**config.mk**
```make
export PLATFORM = sky130hd
export DESIGN_NAME = mult_sweep_driver
export DESIGN_NICKNAME = d
export VERILOG_FILES = /design/src/rtl/mult_sweep_pkg.sv /design/src/rtl/mult_sweep_driver_counter.sv /design/src/rtl/mult_sweep_driver.sv
export SDC_FILE = /design/constraint.sdc
export NUM_CORES = 1
export LEC_CHECK = 0
export ABC_AREA = 1
export CORE_ASPECT_RATIO = 0.6
export CORE_UTILIZATION = 52
export DETAILED_ROUTE_END_ITERATION = 16
export HOLD_SLACK_MARGIN = 0.05
export MAX_ROUTING_LAYER = met4
export PLACE_DENSITY = 0.9
export SYNTH_ARGS = -nofsm -noshare
export SYNTH_HDL_FRONTEND = slang
export SYNTH_SLANG_ARGS = --single-unit
export TNS_END_PERCENT = 5
```
**constraint.sdc**
```tcl
create_clock -name clk -period 4 [get_ports clk]
set_input_delay 0.8 -clock clk [delete_from_list [all_inputs] [get_ports clk]]
set_output_delay 0.8 -clock clk [all_outputs]
set_load 0.01 [all_outputs]
```
**src/rtl/mult_sweep_pkg.sv**
```systemverilog
// Shared types and default sizing for the multiplier sweep driver.
package mult_sweep_pkg;

  localparam int DEF_WIDTH   = 8;
  localparam int DEF_TIMEOUT = 64;

  typedef enum logic [2:0] {
    ST_IDLE,
    ST_ISSUE,
    ST_WAIT,
    ST_NEXT,
    ST_DONE
  } state_t;

endpackage

```
**src/rtl/mult_sweep_driver_counter.sv**
```systemverilog
// Nested operand counters: multiplier is the inner digit, multiplicand the outer.
module mult_operand_counter #(
  parameter int WIDTH = 8
) (
  input  logic             i_clk,
  input  logic             i_rst_n,
  input  logic             i_clr,
  input  logic             i_step,
  output logic [WIDTH-1:0] o_a,
  output logic [WIDTH-1:0] o_b,
  output logic             o_last
);

  logic [WIDTH-1:0] r_a;
  logic [WIDTH-1:0] r_b;

  always_ff @(posedge i_clk or negedge i_rst_n) begin
    if (!i_rst_n) begin
      r_a <= '0;
      r_b <= '0;
    end else if (i_clr) begin
      r_a <= '0;
      r_b <= '0;
    end else if (i_step) begin
      r_b <= r_b + 1'b1;
      if (&r_b)
        r_a <= r_a + 1'b1;
    end
  end

  assign o_a    = r_a;
  assign o_b    = r_b;
  assign o_last = (&r_a) & (&r_b);

endmodule

```
**src/rtl/mult_sweep_driver.sv**
```systemverilog
// Exhaustive operand sweep driver for a start/done multiplier.
// Define MULT_SWEEP_CHECK_EN to compile in product checking and err_count.
module mult_sweep_driver
  import mult_sweep_pkg::*;
#(
  parameter int WIDTH   = DEF_WIDTH,
  parameter int TIMEOUT = DEF_TIMEOUT
) (
  input  logic                 clk,
  input  logic                 reset_n,
  input  logic                 go,
  input  logic                 mult_ready,
  input  logic                 mult_done,
  input  logic [2*WIDTH-1:0]   mult_product,
  output logic                 mult_start,
  output logic [WIDTH-1:0]     mult_multiplicand,
  output logic [WIDTH-1:0]     mult_multiplier,
  output logic                 busy,
  output logic                 finished,
  output logic [2*WIDTH:0]     pair_count,
  output logic [15:0]          err_count,
  output logic                 timeout_err
);

  localparam int TW = $clog2(TIMEOUT + 1);

  state_t            r_state;
  logic              r_start;
  logic              r_busy;
  logic              r_fin;
  logic              r_tmo;
  logic [2*WIDTH:0]  r_pc;
  logic [TW-1:0]     r_wcnt;

  logic              w_go_acc;
  logic              w_step;
  logic              w_last;
  logic              w_expire;
  logic              w_cmp;
  logic [WIDTH-1:0]  w_a;
  logic [WIDTH-1:0]  w_b;

  assign w_go_acc = go & ((r_state == ST_IDLE) | (r_state == ST_DONE));
  assign w_step   = (r_state == ST_NEXT);
  assign w_cmp    = (r_state == ST_WAIT) & mult_done;
  assign w_expire = (r_state == ST_WAIT) & ~mult_done
                  & (r_wcnt == TW'(TIMEOUT - 1));

  mult_operand_counter #(.WIDTH(WIDTH)) u_cnt (
    .i_clk   (clk),
    .i_rst_n (reset_n),
    .i_clr   (w_go_acc),
    .i_step  (w_step),
    .o_a     (w_a),
    .o_b     (w_b),
    .o_last  (w_last)
  );

  always_ff @(posedge clk or negedge reset_n) begin
    if (!reset_n) begin
      r_state <= ST_IDLE;
      r_start <= 1'b0;
      r_busy  <= 1'b0;
      r_fin   <= 1'b0;
      r_tmo   <= 1'b0;
      r_pc    <= '0;
      r_wcnt  <= '0;
    end else begin
      r_start <= 1'b0;
      unique case (r_state)
        ST_IDLE, ST_DONE: begin
          if (go) begin
            r_state <= ST_ISSUE;
            r_busy  <= 1'b1;
            r_fin   <= 1'b0;
            r_tmo   <= 1'b0;
            r_pc    <= '0;
          end
        end
        ST_ISSUE: begin
          if (mult_ready) begin
            r_start <= 1'b1;
            r_wcnt  <= '0;
            r_state <= ST_WAIT;
          end
        end
        ST_WAIT: begin
          if (w_cmp) begin
            r_state <= ST_NEXT;
          end else if (w_expire) begin
            r_tmo   <= 1'b1;
            r_state <= ST_NEXT;
          end else begin
            r_wcnt <= r_wcnt + 1'b1;
          end
        end
        ST_NEXT: begin
          r_pc <= r_pc + 1'b1;
          if (w_last) begin
            r_state <= ST_DONE;
            r_busy  <= 1'b0;
            r_fin   <= 1'b1;
          end else begin
            r_state <= ST_ISSUE;
          end
        end
        default: r_state <= ST_IDLE;
      endcase
    end
  end

`ifdef MULT_SWEEP_CHECK_EN
  logic [2*WIDTH-1:0] w_expect;
  logic               w_err_evt;
  logic [15:0]        r_err;

  assign w_expect  = (2*WIDTH)'(w_a) * (2*WIDTH)'(w_b);
  assign w_err_evt = (w_cmp & (mult_product != w_expect)) | w_expire;

  always_ff @(posedge clk or negedge reset_n) begin
    if (!reset_n)
      r_err <= '0;
    else if (w_go_acc)
      r_err <= '0;
    else if (w_err_evt && r_err != 16'hFFFF)
      r_err <= r_err + 1'b1;
  end

  assign err_count = r_err;
`else
  logic w_unused_product;
  assign w_unused_product = ^mult_product;
  assign err_count = '0;
`endif

  assign mult_start        = r_start;
  assign mult_multiplicand = w_a;
  assign mult_multiplier   = w_b;
  assign busy              = r_busy;
  assign finished          = r_fin;
  assign pair_count        = r_pc;
  assign timeout_err       = r_tmo;

endmodule

```
==> results.json, run 1 <==
{
  "path_buf_inv": 1,
  "place_area_mm2": 0.00316,
  "setup_viol": 0,
  "vias_per_cell": 5.30,
  "cts_buffers": 5,
  "die_y_um": 58.5,
  "period_share": 0.538,
  "hold_slack_ns": 0.500,
  "maxCapViolCount": 0,
  "synth.largest_area_cell": "dfrtp_1",
  "wl_um": 6260,
  "ant_nets": 0,
  "yosys_warnings": 0,
  "grt_pass1_wl_um": 10300,
  "cp_slowest_cell": "clkdlybuf4s50_1",
  "synth-edff-count": 0,
  "grt-ovfl-total": 0,
  "cts_buffer_depth": 2,
  "hold_path_class": "flip-flop to flip-flop",
  "slew_headroom": 0.319,
  "layout_setup_ws_ns": 1.85,
  "yosysMostFrequentCell": "nand2_1",
  "crit_start": "u_cnt.o_a[4]",
  "reg2reg_to": "u_cnt.o_a[0]",
  "end_kind": "output port",
  "dp.cells": 472,
  "routedWlPerCell_um": 13.0,
  "finalCriticalPeriod_ns": 2.15,
  "criticalPathCategory": "flip-flop to output port",
  "fin_area_mm2": 0.00329,
  "worstPathRequired_ns": 3.20,
  "drcViolationCount": 0,
  "skew_ns": 0.00939,
  "rows": 20,
  "maxSlewViolCount": 0,
  "clk_latency_ns": 0.30,
  "ys_top_cells_by_count": "nand2_1 (113), dfrtp_1 (47), inv_1 (39)",
  "netlist_area_mm2": 0.00276,
  "cp.depth": 1,
  "r2r_cells": 6,
  "drt_pass1_iterations": 6,
  "grt_pass1_vias": 2237,
  "die_w_um": 96.1,
  "area.growth.synth_to_final_pct": 19.1,
  "ys_types": 36,
  "path_cells": "clkdlybuf4s50_1",
  "max_stage_delay_ns": 0.58,
  "post_cts_resized": 0,
  "ctsHoldBuffers": 0,
  "grt_max_degree": 48,
  "cts_tree": "done",
  "r2r_slack_ns": 2.33,
  "ys_seq_area_frac": 0.426,
  "port_buffers": 41,
  "clock-sinks": 47,
  "drtIter0Drc": 187,
  "core_mm2": 0.00508,
  "design.portCount": 74,
  "post_cts_buffers": 0,
  "clk_pin_slew_ns": 0.09,
  "leakagePower_nw": 1.60,
  "irDropWorstVdd_mv": 0.205,
  "cp-start-kind": "flip-flop",
  "yosys_most_used_dff": "dfrtp_1",
  "final_cells": 480,
  "tightest_slew_ns": 1.02,
  "clockRootBuffer": "clkbuf_8",
  "syn_avg_cell_area_um2": 7.49,
  "dp_hpwl_um": 4540,
  "vias": 2544,
  "syn_inst": 369,
  "async_flop_share": 1.00,
  "n_antenna_cell": 0,
  "die_area_mm2": 0.00562,
  "initial_core_util": 0.544,
  "synth_top_area_frac": 0.426,
  "cp_max_fo": 6,
  "cp_top_family": "buffers and inverters",
  "tns_ns": 0,
  "antenna_found_initial": 0,
  "grt_use_total": 0.251,
  "ys_ff_latch": 47,
  "synth_area_leaders": "dfrtp_1 (43%), nand2_1 (15%), nand3_1 (5.4%), inv_1 (5.3%), nor2_1 (5.0%)",
  "endpoint": "mult_multiplicand[4]",
  "fmax_mhz": 465,
  "reg2reg_from": "r_state[0]",
  "dpl_worst_slack_ns": 1.71,
  "drive_gt1_frac": 0.0652,
  "hold_viol_final": 0,
  "grt_setup_unrepaired": "false",
  "cts_htree_levels": 2,
  "status": "completed",
  "cp.arrival_ns": 1.35,
  "power_density_mw_per_mm2": 486,
  "place_congestion": 0.858,
  "nets": 438
}
cell families (layout without fill, tap and decap cells):
logic type | after synthesis | count (layout) | share of synthesized area
buf+inv | 63 | 93 | 0.115
flops | 47 | 47 | 0.426
simple gates | 208 | 208 | 0.339
other cells | 1 | 16 | 0.00136
fa+ha+maj | 4 | 4 | 0.0181
xor+xnor | 5 | 5 | 0.0158
compound gates | 40 | 40 | 0.0819
mux | 1 | 1 | 0.00362
cell usage in the layout, fill, tap and decap left out, types with 5 or more instances in the layout:
cell,count
clkdlybuf4s50_1,40
nor2_1,37
nand2_1,113
conb_1,16
a21oi_1,7
nand3_1,30
inv_1,39
nand4_1,10
dfrtp_1,47
o21ai_0,17
clkbuf_8,5
o21ai_1,6
worst min path at each step:
| stage | from | endpoint | slack, ns | cells past startpoint |
|---|---|---|---|---|
| after floorplan | r_state[2] | r_state[2] | 0.46 | 2 |
| after global placement | busy | busy | 0.48 | 1 |
| after detailed placement | busy | busy | 0.48 | 1 |
| after CTS | busy | busy | 0.50 | 1 |
| after global routing | busy | busy | 0.54 | 1 |
| final | busy | busy | 0.50 | 1 |
metal layers:
| layer | global-route usage | routed length [µm] | up-vias |
|---|---|---|---|
| met4 | 0.0959 | 87 | 0 |
| met5 | - | 0 | - |
| met3 | 0.0517 | 418 | 12 |
| li1 | - | - | 1232 |
| met2 | 0.365 | 2870 | 100 |
| met1 | 0.346 | 2890 | 1200 |
state kept, by name (all words and copies together) (netlist names):
| register | cells |
|---|---|
| u_cnt.o_b | 8 |
| u_cnt.o_a | 8 |
| mult_start | 1 |
| finished | 1 |
| r_wcnt | 7 |
| pair_count | 17 |
| busy | 1 |
| timeout_err | 1 |
| r_state | 3 |
power by group:
part           switching [W]  internal [W]  leakage [nW]
Clock               0.000160      0.000250        0.0654
Sequential         0.0000956      0.000541         0.640
Combinational       0.000344      0.000210         0.891
final cells by class:
cell class / count / area (µm²)
fillers: 432 / 1790
well taps: 66 / 82.6
clock buffers: 6 / 72.6
multi-input cells: 274 / 1330
repair buffers: 41 / 405
inverters: 44 / 166
flip-flops and latches: 47 / 1180
clock inverters: 2 / 60.1
metrics by stage:
step	util	total power, W
after global routing	0.648	0.00170
after CTS	0.648	0.00160
after global placement	0.622	0.00117
final	0.648	0.00160
after detailed placement	0.622	0.00120
after floorplan	-	0.00101
Power figures use the tool's default switching activity.
==> inputs of run 2 (changes only) <==
- CORE_UTILIZATION: 52 -> 49
- PLACE_DENSITY: 0.9 -> 0.86
- clock period: 4 -> 1.99 ns (I/O delays scaled with it)
==> results.json, run 2 (synthesis results as in run 1) <==
{
  "drive_gt1_frac": 0.0721,
  "mostFrequentLayoutCells": "nand2_1 (113), dfrtp_1 (47), clkdlybuf4s50_1 (40)",
  "grt_setup_unrepaired": "false",
  "tightest_slew_ns": 0.596,
  "maxCapViolCount": 0,
  "power_density_mw_per_mm2": 958,
  "grt_max_degree": 48,
  "initial_core_util": 0.528,
  "leakagePower_nw": 1.60,
  "cts_buffer_depth": 2,
  "cts_tree": "done",
  "criticalPathCategory": "flip-flop to output port",
  "design.portCount": 74,
  "period_share": 0.880,
  "routedWlPerCell_um": 13.4,
  "cp_max_fo": 6,
  "cp.arrival_ns": 1.35,
  "layout_commonest_cell": "nand2_1",
  "status": "completed",
  "cts_buffers": 5,
  "hold_path_class": "input port to async pin",
  "finalCriticalPeriod_ns": 1.75,
  "setup_viol": 0,
  "drtIter0Drc": 183,
  "core_mm2": 0.00523,
  "maxSlewViolCount": 0,
  "port_buffers": 41,
  "r2r_slack_ns": 0.38,
  "grt-ovfl-total": 0,
  "die_area_mm2": 0.00595,
  "max_stage_delay_ns": 0.59,
  "clk_pin_slew_ns": 0.09,
  "hold_slack_ns": 0.180,
  "path_cells": "clkdlybuf4s50_1",
  "die_w_um": 99.0,
  "place_congestion": 0.917,
  "post_cts_resized": 0,
  "tns_ns": 0,
  "clock-sinks": 47,
  "post_cts_buffers": 0,
  "place_area_mm2": 0.00317,
  "vias": 2564,
  "cp-start-kind": "flip-flop",
  "hold_viol_final": 0,
  "skew_ns": 0.0102,
  "worstPathRequired_ns": 1.59,
  "fin_area_mm2": 0.00329,
  "grt_pass1_wl_um": 10800,
  "largest_reg_flops": 17,
  "drt_pass1_iterations": 5,
  "fmax_mhz": 571,
  "cp_top_family": "buffers and inverters",
  "cp_slowest_cell": "clkdlybuf4s50_1",
  "slew_headroom": 0.603,
  "clk_latency_ns": 0.31,
  "clockRootBuffer": "clkbuf_8",
  "die_y_um": 60.2,
  "wl_um": 6480,
  "rows": 20,
  "grt_pass1_vias": 2367,
  "ctsHoldBuffers": 0,
  "cts_htree_levels": 2,
  "ant_nets": 0,
  "area.growth.synth_to_final_pct": 19.1,
  "irDropWorstVdd_mv": 0.448,
  "n_antenna_cell": 0,
  "vias_per_cell": 5.32,
  "drcViolationCount": 0,
  "grt_use_total": 0.245,
  "path_buf_inv": 1,
  "antenna_found_initial": 0,
  "nets": 440,
  "end_kind": "output port",
  "dp_hpwl_um": 4560
}
-- run 2: cell type report --
cell class,count,area (µm²)
Clock buffer,6,82.6
Clock inverter,2,35.0
Multi-Input combinational cell,274,1330
Sequential cell,47,1180
Timing Repair Buffer,43,420
Inverter,44,166
Tap cell,66,82.6
Fill cell,449,1940
-- run 2: worst paths after layout --
| kind | from | to | cells past startpoint |
|---|---|---|---|
| worst max-delay path | pair_count[12] | pair_count[12] | 1 |
| worst min-delay path | reset_n | r_state[0] | 2 |
| worst max register to register | u_cnt.o_b[0] | u_cnt.o_a[0] | 8 |
| worst min register to register | busy | busy | 1 |
| max in group asynchronous | reset_n | u_cnt.o_b[0] | 2 |
| min in group clk | busy | busy | 1 |
-- run 2: per-layer routing --
layer | routed length (µm) | track usage
met1 | 3060 | 0.328
met2 | 2930 | 0.369
met3 | 445 | 0.0632
met4 | 52 | 0.0704
met5 | 0 | -
-- run 2: power by group --
part | switching [W] | leakage (nW) | internal (W)
combinational | 0.000701 | 0.900 | 0.000433
sequential | 0.000190 | 0.640 | 0.00109
clock | 0.000334 | 0.0612 | 0.000407
-- run 2: per-stage QoR --
stage                     setup slack (ns)  power, W  utilization  std cells
after floorplan                      0.616   0.00203            -        384
after global placement               0.281   0.00237        0.607        474
after detailed placement             0.259   0.00242        0.607        474
after CTS                            0.240   0.00316        0.629        482
after global routing                 0.187   0.00336        0.629        482
final                                0.239   0.00315        0.629        482
==> inputs of run 3 (changes only) <==
- ABC_CLOCK_PERIOD_IN_PS: unset -> 1990
- CORE_UTILIZATION: 49 -> 26
- PLACE_DENSITY: 0.86 -> 0.53
==> results.json, run 3 (synthesis results as in run 1) <==
{
  "post_cts_resized": 0,
  "maxSlewViolCount": 0,
  "p_comb_frac": 0.353,
  "p_seq_frac": 0.399,
  "tightest_slew_ns": 0.536,
  "design.portCount": 74,
  "power_density_mw_per_mm2": 945,
  "path_buf_inv": 1,
  "dpl_worst_slack_ns": 0.199,
  "post_cts_buffers": 0,
  "globalRouteMet2Util": 0.202,
  "drcViolationCount": 0,
  "cp_max_fo": 6,
  "leakagePower_nw": 1.61,
  "swShare": 0.385,
  "grt_most_used_layer": "met2",
  "mostFrequentLayoutCells": "nand2_1 (113), dfrtp_1 (47), clkdlybuf4s50_1 (40)",
  "r2r_slack_ns": 0.39,
  "internal_power_w": 0.00198,
  "layout_commonest_cell": "nand2_1",
  "use_met1": 0.188,
  "tns_ns": 0,
  "r2r_cells": 8,
  "fillCellCount": 1079,
  "grt_pass1_vias": 2267,
  "fin_area_mm2": 0.00340,
  "dp_hpwl_um": 5140,
  "n_antenna_cell": 0,
  "die_w_um": 135,
  "vias": 2455,
  "maxCapViolCount": 0,
  "drive_gt1_frac": 0.0652,
  "area.growth.synth_to_final_pct": 23.0,
  "reg2reg_to": "u_cnt.o_a[5]",
  "place_congestion": 0.836,
  "skew_ns": 0.00481,
  "hold_path_class": "input port to async pin",
  "rows": 28,
  "grt_setup_unrepaired": "false",
  "status": "completed",
  "setup_viol": 0,
  "grt_max_degree": 28,
  "vias_per_cell": 4.47,
  "clk_latency_ns": 0.29,
  "drt_pass1_iterations": 4,
  "clk_pin_slew_ns": 0.06,
  "core_mm2": 0.0101,
  "crit_start": "u_cnt.o_a[4]",
  "hold_viol_final": 0,
  "cp.arrival_ns": 1.33,
  "cp_top_family": "buffers and inverters",
  "cp_slowest_cell": "clkdlybuf4s50_1",
  "drtIter0Drc": 141,
  "path_cells": "clkdlybuf4s50_1",
  "grt-ovfl-total": 0,
  "initial_core_util": 0.274,
  "ctsHoldBuffers": 0,
  "port_buffers": 41,
  "p_total_w": 0.00321,
  "grt_use_total": 0.137,
  "die_area_mm2": 0.0111,
  "layout_setup_ws_ns": 0.258,
  "endpoint": "mult_multiplicand[4]",
  "nets": 440,
  "cp-start-kind": "flip-flop",
  "wl_um": 6850,
  "routedWlPerCell_um": 12.5,
  "worstPathRequired_ns": 1.59,
  "cts_buffers": 5,
  "power_frac_clock": 0.248,
  "criticalPathCategory": "flip-flop to output port",
  "die_y_um": 81.9,
  "clockRootBuffer": "clkbuf_16",
  "grt_pass1_wl_um": 11200,
  "grt_util_met3": 0.0296,
  "cts_htree_levels": 2,
  "largest_reg_flops": 17,
  "reg2reg_from": "u_cnt.o_b[0]",
  "end_kind": "output port",
  "cp.depth": 1,
  "power.switching_w": 0.00124,
  "ant_nets": 0,
  "clock-sinks": 47,
  "place_area_mm2": 0.00327,
  "irDropWorstVdd_mv": 0.350,
  "cts_buffer_depth": 2,
  "fmax_mhz": 577,
  "slew_headroom": 0.643,
  "finalCriticalPeriod_ns": 1.73,
  "max_stage_delay_ns": 0.59,
  "cts_tree": "done",
  "period_share": 0.870,
  "antenna_found_initial": 0
}
-- run 3: cell count changes in the layout (fill, tap and decap cells not counted), sizes merged --
cell    delta
clkinv     -1
bufinv     -1
-- run 3: routing by layer --
metal | wire [µm] | share of wire
met1 | 3660 | 0.53
met2 | 2820 | 0.41
met3 | 302 | 0.044
met4 | 69 | 0.010
met5 | 0 | 0
-- run 3: metrics by stage --
stage	hold slack, ns	cells	utilization
after floorplan	0.102	384	-
after global placement	0.414	543	0.324
after detailed placement	0.416	543	0.324
after CTS	0.108	549	0.337
after global routing	0.133	549	0.337
final	0.0876	549	0.337
-- run 3: power groups by stage --
stage	registers, W	logic [W]	clock network (W)
after detailed placement	0.00130	0.00115	0
after CTS	0.00129	0.00115	0.000824
after global placement	0.00130	0.00113	0
final	0.00128	0.00113	0.000798
after floorplan	0.00131	0.000723	0
after global routing	0.00132	0.00128	0.000868
-- run 3: worst min path at each step --
stage                     startpoint            to  slack, ns  depth (start not counted)
after floorplan              reset_n          busy       0.10                          0
after global placement       reset_n  u_cnt.o_a[7]       0.41                          1
after detailed placement     reset_n  u_cnt.o_a[4]       0.42                          1
after CTS                    reset_n  u_cnt.o_a[4]       0.11                          1
after global routing         reset_n  u_cnt.o_a[4]       0.13                          1
final                        reset_n  u_cnt.o_a[4]       0.09                          1
-- run 3: final cells by class --
class                   count  area (µm²)  share of cell area
multi-input cells         274        1330               0.390
well taps                 135         169              0.0497
clock buffers               6         129              0.0379
flip-flops and latches     47        1180               0.346
inverters                  44         166              0.0489
repair buffers             43         433               0.127
